<file path="src/rtl/mem_access_unit.sv">
// mem_access_unit
//   MEM-stage access unit sitting behind EX. Non-memory instructions are
//   passed straight through to write-back. Loads and stores run over a
//   req/ack data bus that may insert wait states; the unit stalls upstream
//   while an access is outstanding and aborts it after TIMEOUT_CYC cycles
//   without an ack.
//
// Ports
//   clk, reset            clock; synchronous active-high reset
//   ex_valid              EX/MEM slot holds a valid instruction
//   ALUout, RegB          address / ALU result, store data
//   MemRead, MemWrite     load / store (store wins when both are set)
//   MemSize, LoadSigned   00 word, 01 half, 10 byte, 11 word; load extension
//   RegWrite, WriteReg    destination control carried to write-back
//   stall                 combinational hold request to the upstream pipeline
//   bus_*                 registered data-memory request, ack and read data
//   wb_*                  registered write-back bundle, wb_valid pulses once
//   misalign, bus_err     one-cycle pulses: squashed access, timed-out access

module mem_access_unit #(
  parameter int TIMEOUT_CYC = 64
) (
  input  logic        clk,
  input  logic        reset,
  input  logic        ex_valid,
  input  logic [31:0] ALUout,
  input  logic [31:0] RegB,
  input  logic        MemRead,
  input  logic        MemWrite,
  input  logic [1:0]  MemSize,
  input  logic        LoadSigned,
  input  logic        RegWrite,
  input  logic [4:0]  WriteReg,
  output logic        stall,
  output logic        bus_req,
  output logic        bus_we,
  output logic [31:0] bus_addr,
  output logic [3:0]  bus_be,
  output logic [31:0] bus_wdata,
  input  logic        bus_ack,
  input  logic [31:0] bus_rdata,
  output logic        wb_valid,
  output logic        wb_RegWrite,
  output logic [4:0]  wb_WriteReg,
  output logic [31:0] wb_data,
  output logic        misalign,
  output logic        bus_err
);

  localparam int CNT_W = $clog2(TIMEOUT_CYC);

  typedef enum logic {IDLE, ACCESS} state_t;

  state_t      state_q, state_d;
  logic        bus_req_q, bus_req_d;
  logic        bus_we_q, bus_we_d;
  logic [31:0] bus_addr_q, bus_addr_d;
  logic [3:0]  bus_be_q, bus_be_d;
  logic [31:0] bus_wdata_q, bus_wdata_d;
  logic        wb_valid_q, wb_valid_d;
  logic        wb_regwrite_q, wb_regwrite_d;
  logic [4:0]  wb_writereg_q, wb_writereg_d;
  logic [31:0] wb_data_q, wb_data_d;
  logic        misalign_q, misalign_d;
  logic        bus_err_q, bus_err_d;
  logic [1:0]  lo_q, lo_d;
  logic [1:0]  size_q, size_d;
  logic        sign_q, sign_d;
  logic        lat_regwrite_q, lat_regwrite_d;
  logic [4:0]  lat_writereg_q, lat_writereg_d;
  logic [CNT_W-1:0] cnt_q, cnt_d;

  logic        mem_op;
  logic        misaligned_in;
  logic [3:0]  be_in;
  logic [31:0] wdata_in;
  logic [31:0] lane_word;
  logic [31:0] load_data;

  // Decode of the instruction currently presented by EX.
  always_comb begin
    mem_op = ex_valid & (MemRead | MemWrite);
    case (MemSize)
      2'b01: begin
        misaligned_in = ALUout[0];
        be_in         = ALUout[1] ? 4'b1100 : 4'b0011;
        wdata_in      = {2{RegB[15:0]}};
      end
      2'b10: begin
        misaligned_in = 1'b0;
        be_in         = 4'b0001 << ALUout[1:0];
        wdata_in      = {4{RegB[7:0]}};
      end
      default: begin
        misaligned_in = |ALUout[1:0];
        be_in         = 4'b1111;
        wdata_in      = RegB;
      end
    endcase
  end

  // Load formatting works from the latched lane offset so inputs can change
  // freely while the access is in flight.
  always_comb begin
    lane_word = bus_rdata >> {lo_q, 3'b000};
    case (size_q)
      2'b01:   load_data = {{16{sign_q & lane_word[15]}}, lane_word[15:0]};
      2'b10:   load_data = {{24{sign_q & lane_word[7]}}, lane_word[7:0]};
      default: load_data = bus_rdata;
    endcase
  end

  always_comb begin
    state_d        = state_q;
    bus_req_d      = bus_req_q;
    bus_we_d       = bus_we_q;
    bus_addr_d     = bus_addr_q;
    bus_be_d       = bus_be_q;
    bus_wdata_d    = bus_wdata_q;
    lo_d           = lo_q;
    size_d         = size_q;
    sign_d         = sign_q;
    lat_regwrite_d = lat_regwrite_q;
    lat_writereg_d = lat_writereg_q;
    cnt_d          = cnt_q;
    wb_valid_d     = 1'b0;
    wb_regwrite_d  = 1'b0;
    wb_writereg_d  = 5'd0;
    wb_data_d      = 32'd0;
    misalign_d     = 1'b0;
    bus_err_d      = 1'b0;
    stall          = 1'b0;

    case (state_q)
      IDLE: begin
        if (mem_op) begin
          if (misaligned_in) begin
            misalign_d = 1'b1;
          end else begin
            stall          = 1'b1;
            state_d        = ACCESS;
            bus_req_d      = 1'b1;
            bus_we_d       = MemWrite;
            bus_addr_d     = {ALUout[31:2], 2'b00};
            bus_be_d       = be_in;
            bus_wdata_d    = wdata_in;
            lo_d           = ALUout[1:0];
            size_d         = MemSize;
            sign_d         = LoadSigned;
            lat_regwrite_d = RegWrite;
            lat_writereg_d = WriteReg;
            cnt_d          = '0;
          end
        end else if (ex_valid) begin
          wb_valid_d    = 1'b1;
          wb_regwrite_d = RegWrite;
          wb_writereg_d = WriteReg;
          wb_data_d     = ALUout;
        end
      end
      ACCESS: begin
        // An ack arriving in the final timeout cycle still completes the access.
        if (bus_ack) begin
          state_d       = IDLE;
          bus_req_d     = 1'b0;
          bus_we_d      = 1'b0;
          bus_addr_d    = 32'd0;
          bus_be_d      = 4'd0;
          bus_wdata_d   = 32'd0;
          wb_valid_d    = 1'b1;
          wb_regwrite_d = lat_regwrite_q;
          wb_writereg_d = lat_writereg_q;
          wb_data_d     = bus_we_q ? 32'd0 : load_data;
        end else if (cnt_q == CNT_W'(TIMEOUT_CYC - 1)) begin
          state_d     = IDLE;
          bus_req_d   = 1'b0;
          bus_we_d    = 1'b0;
          bus_addr_d  = 32'd0;
          bus_be_d    = 4'd0;
          bus_wdata_d = 32'd0;
          bus_err_d   = 1'b1;
        end else begin
          stall = 1'b1;
          cnt_d = cnt_q + CNT_W'(1);
        end
      end
      default: state_d = IDLE;
    endcase
  end

  always_ff @(posedge clk) begin
    if (reset) begin
      state_q        <= IDLE;
      bus_req_q      <= 1'b0;
      bus_we_q       <= 1'b0;
      bus_addr_q     <= 32'd0;
      bus_be_q       <= 4'd0;
      bus_wdata_q    <= 32'd0;
      wb_valid_q     <= 1'b0;
      wb_regwrite_q  <= 1'b0;
      wb_writereg_q  <= 5'd0;
      wb_data_q      <= 32'd0;
      misalign_q     <= 1'b0;
      bus_err_q      <= 1'b0;
      lo_q           <= 2'd0;
      size_q         <= 2'd0;
      sign_q         <= 1'b0;
      lat_regwrite_q <= 1'b0;
      lat_writereg_q <= 5'd0;
      cnt_q          <= '0;
    end else begin
      state_q        <= state_d;
      bus_req_q      <= bus_req_d;
      bus_we_q       <= bus_we_d;
      bus_addr_q     <= bus_addr_d;
      bus_be_q       <= bus_be_d;
      bus_wdata_q    <= bus_wdata_d;
      wb_valid_q     <= wb_valid_d;
      wb_regwrite_q  <= wb_regwrite_d;
      wb_writereg_q  <= wb_writereg_d;
      wb_data_q      <= wb_data_d;
      misalign_q     <= misalign_d;
      bus_err_q      <= bus_err_d;
      lo_q           <= lo_d;
      size_q         <= size_d;
      sign_q         <= sign_d;
      lat_regwrite_q <= lat_regwrite_d;
      lat_writereg_q <= lat_writereg_d;
      cnt_q          <= cnt_d;
    end
  end

  assign bus_req     = bus_req_q;
  assign bus_we      = bus_we_q;
  assign bus_addr    = bus_addr_q;
  assign bus_be      = bus_be_q;
  assign bus_wdata   = bus_wdata_q;
  assign wb_valid    = wb_valid_q;
  assign wb_RegWrite = wb_regwrite_q;
  assign wb_WriteReg = wb_writereg_q;
  assign wb_data     = wb_data_q;
  assign misalign    = misalign_q;
  assign bus_err     = bus_err_q;

endmodule

</file>
<file path="config.mk">
export PLATFORM = sky130hd
export DESIGN_NAME = mem_access_unit
export DESIGN_NICKNAME = d
export VERILOG_FILES = /design/src/rtl/mem_access_unit.sv
export SDC_FILE = /design/constraint.sdc
export NUM_CORES = 1
export LEC_CHECK = 0
export ABC_AREA = 1
export ABC_CLOCK_PERIOD_IN_PS = 2550
export CELL_PAD_IN_SITES_DETAIL_PLACEMENT = 0
export CELL_PAD_IN_SITES_GLOBAL_PLACEMENT = 2
export CORE_MARGIN = 5
export CORE_UTILIZATION = 23
export CTS_BUF_LIST = sky130_fd_sc_hd__clkbuf_16
export DETAILED_ROUTE_END_ITERATION = 12
export HOLD_SLACK_MARGIN = 0.02
export PLACE_DENSITY_LB_ADDON = 0.1
export SLEW_MARGIN = 25
export SYNTH_ARGS = -nofsm -noshare
export SYNTH_HDL_FRONTEND = slang
export SYNTH_SLANG_ARGS = --single-unit
export TNS_END_PERCENT = 20
</file>
<file path="constraint.sdc">
create_clock -name clk -period 2.55 [get_ports clk]
set_clock_uncertainty 0.15 [all_clocks]
set_input_delay 0.51 -clock clk [delete_from_list [all_inputs] [get_ports clk]]
set_output_delay 0.51 -clock clk [all_outputs]
set_load 0.01 [all_outputs]
</file>
---- Word level (Yosys, flattened, before mapping) ----
Cells that the tools add are included.
cells by class
  reductions and logical operators ........ 6
  shifts and indexed selects .............. 2
  $add $sub $neg .......................... 1
  muxes and demuxes ....................... 55
  equal/unequal tests ..................... 10
  bitwise logic cells ..................... 7
operator list
  cell                   number
  $mux W32               10
  $pmux W32 S2           5
  $shr A32 B5 Y16        1
  $mux W6                4
  $mux W4                5
  $mux W1                18
  $pmux W4 S2            2
  $mux W5                3
  $pmux W1 S2            6
  $pmux W6 S2            1
  $pmux W5 S2            1
  $ne A2 B2 Y1 const B   4
  $add A6 B1 Y6 const B  1
  $eq A6 B6 Y1 const B   1
  $reduce_and A3 Y1      2
  $reduce_or A3 Y1       2
  $eq A2 B1 Y1 const B   2
  $eq A2 B2 Y1 const B   2
  $reduce_and A4 Y1      1
  $shl A1 B2 Y4 const A  1
  $and A1 B1 Y1          3
  $ne A3 B2 Y1 const B   1
  $not A1 Y1             3
  $reduce_or A2 Y1       1
  $or A1 B1 Y1           1
storage, ports and cells
  register bits after elaboration ......... 129
  input port bits ......................... 111
  logic and storage cells ................. 99

---- Longest topological paths before layout ----
  depth in word-level cells ............... 6
  depth in mapped cells ................... 11
  gate-level depth less buffers ........... 10

---- Worst setup path after synthesis ----
OpenSTA, ideal clock, no wires.
  path type ............................... input to output
  start point ............................. in MemSize[0]
  end point ............................... out stall
  data required time ...................... 1890 ps
  arrival ................................. 1337 ps
  stages on the path ...................... 5
  setup slack ............................. 553 ps
  buffers on the path ..................... 0
  cell sequence ........................... inv_1 -> ha_1 -> a21boi_4 -> nand2_2 -> nand2_2
between the ends
  longest elaborated chain between the ends .. 5
  elaborated cells on any way between the ends .. 6
  those cells by class .................... eq/ne: 2; mux: 4
ends and longest elaborated chain
  what                                          line  RTL
  from (decl)                                   30    input logic [1:0] MemSize,
  $eq A2 B2 Y1 or $eq A2 B1 Y1 (tied branches)  83    case (MemSize)
  $pmux W1 S2 *                                 83
  $mux W1 *                                     137   if (misaligned_in) begin
  $mux W1 *                                     136   if (mem_op) begin
  $pmux W1 S2 *                                 134   case (state_q)
  to (decl)                                     34    output logic stall,
Mark *: on every way between the ends. The rest lies on a longest branch, timed or not.

---- Final worst setup path ----
  start point ............................. reg cnt_q[0]
  end point ............................... out stall
between the ends
  longest elaborated chain between the ends .. 4
ends and longest elaborated chain
  what                    line  RTL
  from (decl)             71    logic [CNT_W-1:0] cnt_q, cnt_d;
  from (signal assigned)  229   cnt_q <= cnt_d;
  $eq A6 B6 Y1            174   end else if (cnt_q == CNT_W'(TIMEOUT_CYC - 1)) begin
  $mux W1                 174
  $mux W1                 163   if (bus_ack) begin
  $pmux W1 S2             134
No other way between the ends.

==> results.json <==
{
  "status": "completed",
  "comb_power_share": 0.193,
  "drtAntennaViolNets": 0,
  "avgSynthCellArea_um2": 7.08,
  "pwr-share-clk": 0.440,
  "startpoint": "cnt_q[0]",
  "final-max-slew-violation-count": 0,
  "drive_above_1_share": 0.0997,
  "async_flop_share": 0,
  "start_util": 0.234,
  "via_per_inst": 4.34,
  "total_power_w": 0.00581,
  "met2_usage": 0.271,
  "syn_area_um2": 5890,
  "hold_violations": 0,
  "p_switching_w": 0.00179,
  "tns_ns": 0,
  "die_h_um": 170,
  "drv_cap": 0,
  "worstHoldStart": "bus_be[3]",
  "die-width_um": 170,
  "grt_max_degree": 86,
  "rows": 58,
  "gp_congestion": 0.780,
  "fin_nets": 1166,
  "ctsHoldBuffers": 0,
  "cts_root_buffer": "clkbuf_16",
  "hp-class": "reg2reg",
  "grt_pass1_vias": 6311,
  "cts_tree": "done",
  "rsz0062_at_grt": "no",
  "drc": 0,
  "drt-pass1-iter-count": 4,
  "clk_latency_ns": 0.42,
  "route.vias.total": 6048,
  "area_growth_pct": 55.9,
  "end_kind": "output port",
  "syn_inst": 832,
  "core-area_um2": 25200,
  "max_clock_freq_mhz": 408,
  "io_pins": 223,
  "clk_path_buf_depth": 2,
  "yosysMostFrequentCell": "nand2_1",
  "io_buffers": 220,
  "min_period_over_period": 0.960,
  "critPathRequiredTime_ns": 1.89,
  "path_clk_slew_ns": 0.07,
  "grtUsageTotal": 0.160,
  "met1_usage": 0.205,
  "dieArea_um2": 28900,
  "leakagePower_nw": 3.51,
  "synth_edf_count": 0,
  "r2r_end": "bus_wdata[15]",
  "yosys_most_used_dff": "dfxtp_1",
  "post-route-util": 0.364,
  "synthTopCellsByArea": "dfxtp_1, nand2_1, a21oi_1",
  "fin_area_um2": 9180,
  "post_drt_wl_per_cell_um": 16.7,
  "fillCellCount": 2710,
  "ff2ff_setup_slack_ns": 0.63,
  "overflow": 0,
  "busiest_layer": "met2",
  "yosys-top-cells-count": "nand2_1, a21oi_1, dfxtp_1",
  "layout_min_cycle_time_ns": 2.45,
  "hold_slack_ns": 0.309,
  "synth_seq_cells": 127,
  "drtIter0Drc": 308,
  "power.density_nw_per_um2": 633,
  "ctsResizeCount": 7,
  "internal-power_w": 0.00402,
  "crit_fanout": 6,
  "routed_wl_mm": 23.3,
  "post_dp_cell_area_um2": 8540,
  "vdd_drop_max_uv": 371,
  "setup_viol": 0,
  "p_seq_frac": 0.367,
  "cp-endpoint": "stall",
  "hpwlAfterDp_mm": 17.2,
  "crit_path_start_kind": "flop",
  "yosysUniqueCellTypes": 31,
  "critical_path_class": "reg2out",
  "grt_pass1_wl_mm": 36.2,
  "clock-sinks": 127,
  "grt_util_met3": 0.0409,
  "numCtsBuffers": 17,
  "r2r_cells": 10,
  "yosys_warnings": 0,
  "crit_arrival_ns": 1.79,
  "synth_top_cell_by_area": "dfxtp_1",
  "yosysSeqAreaShare": 0.432,
  "antenna_found_initial": 2,
  "cts_setup_buffers": 0,
  "synth_top_area_frac": 0.432,
  "switching_share": 0.308,
  "htree_num_levels": 4,
  "regToRegStartpoint": "cnt_q[0]"
}
[final cells by class]
type	count	area, um2	share of cell area
Timing Repair Buffer	255	2560	0.279
Tap cell	330	413	0.0450
Clock inverter	15	196	0.0214
Clock buffer	17	425	0.0464
Sequential cell	127	2540	0.277
Antenna cell	1	2.50	0.000273
Inverter	51	191	0.0209
Multi-Input combinational cell	598	2840	0.310
[flip-flops by register name, summed over array words and instances, names as in the netlist]
register        count
lat_writereg_q      5
bus_addr           30
bus_be              4
lo_q                2
wb_RegWrite         1
wb_valid            1
lat_regwrite_q      1
bus_err             1
cnt_q               6
wb_data            32
misalign            1
state_q             1
bus_req             1
sign_q              1
bus_we              1
bus_wdata          32
size_q              2
wb_WriteReg         5
[power by group through the flow]
| stage | clock network (W) | logic [W] | registers (W) |
|---|---|---|---|
| after floorplan | 0 | 0.000532 | 0.00221 |
| after global placement | 0 | 0.00115 | 0.00218 |
| after detailed placement | 0 | 0.00114 | 0.00218 |
| after CTS | 0.00266 | 0.00115 | 0.00213 |
| after global routing | 0.00273 | 0.00125 | 0.00215 |
| final | 0.00256 | 0.00112 | 0.00213 |
[metal layers]
metal,up-vias,wire length [um]
li1,3143,-
met1,2725,10500
met2,159,11200
met3,19,1340
met4,2,296
met5,-,10
[cells in the final DEF (no fill, tap or decap), drive strengths merged]
cell             n
a211oi           1
a21boi           2
a21oi          154
a31oi            1
buf             36
bufinv           1
clkbuf          17
clkdlybuf4s15    1
clkdlybuf4s50  216
clkinv           7
clkinvlp         1
conb             2
dfxtp          127
diode            1
dlygate4sd2      2
ha               5
inv             57
nand2          307
nand3           23
nand4            2
nor2            34
nor3             1
nor4             1
o211ai          21
o21ai           40
o31ai            3
or2              1
[worst max-delay path, cell delays in order, from the launching register on]
cell,delay (ns)
dfxtp_2,0.38
ha_1,0.18
nand2_1,0.09
nor2_1,0.15
nand2_1,0.13
nand2_1,0.14
nand2_2,0.07
clkdlybuf4s15_2,0.22
[logic make-up after synthesis]
logic type / count (synthesis) / synth area share
buffers and inverters: 108 / 0.0888
flip-flops: 127 / 0.432
other: 1 / 0.000637
AO/OA/AOI/OAI: 222 / 0.209
AND/OR/NAND/NOR: 369 / 0.259
adder cells (fa/ha/maj): 5 / 0.0106
[metrics by stage]
stage	instances	setup slack [ns]
after floorplan	833	0.553
after global placement	1361	-0.367
after detailed placement	1361	-0.392
after CTS	1393	0.0706
after global routing	1394	0.0262
final	1394	0.102
[worst min-delay path by stage]
stage	to	slack, ns	cells past startpoint
floorplan	cnt_q[4]	0.29	2
global placement	bus_be[2]	0.30	2
detailed placement	bus_addr[18]	0.30	2
CTS	bus_be[3]	0.31	2
global route	bus_wdata[2]	0.33	2
finish	bus_be[3]	0.31	2
No activity file was read; power rests on OpenSTA's default activity.
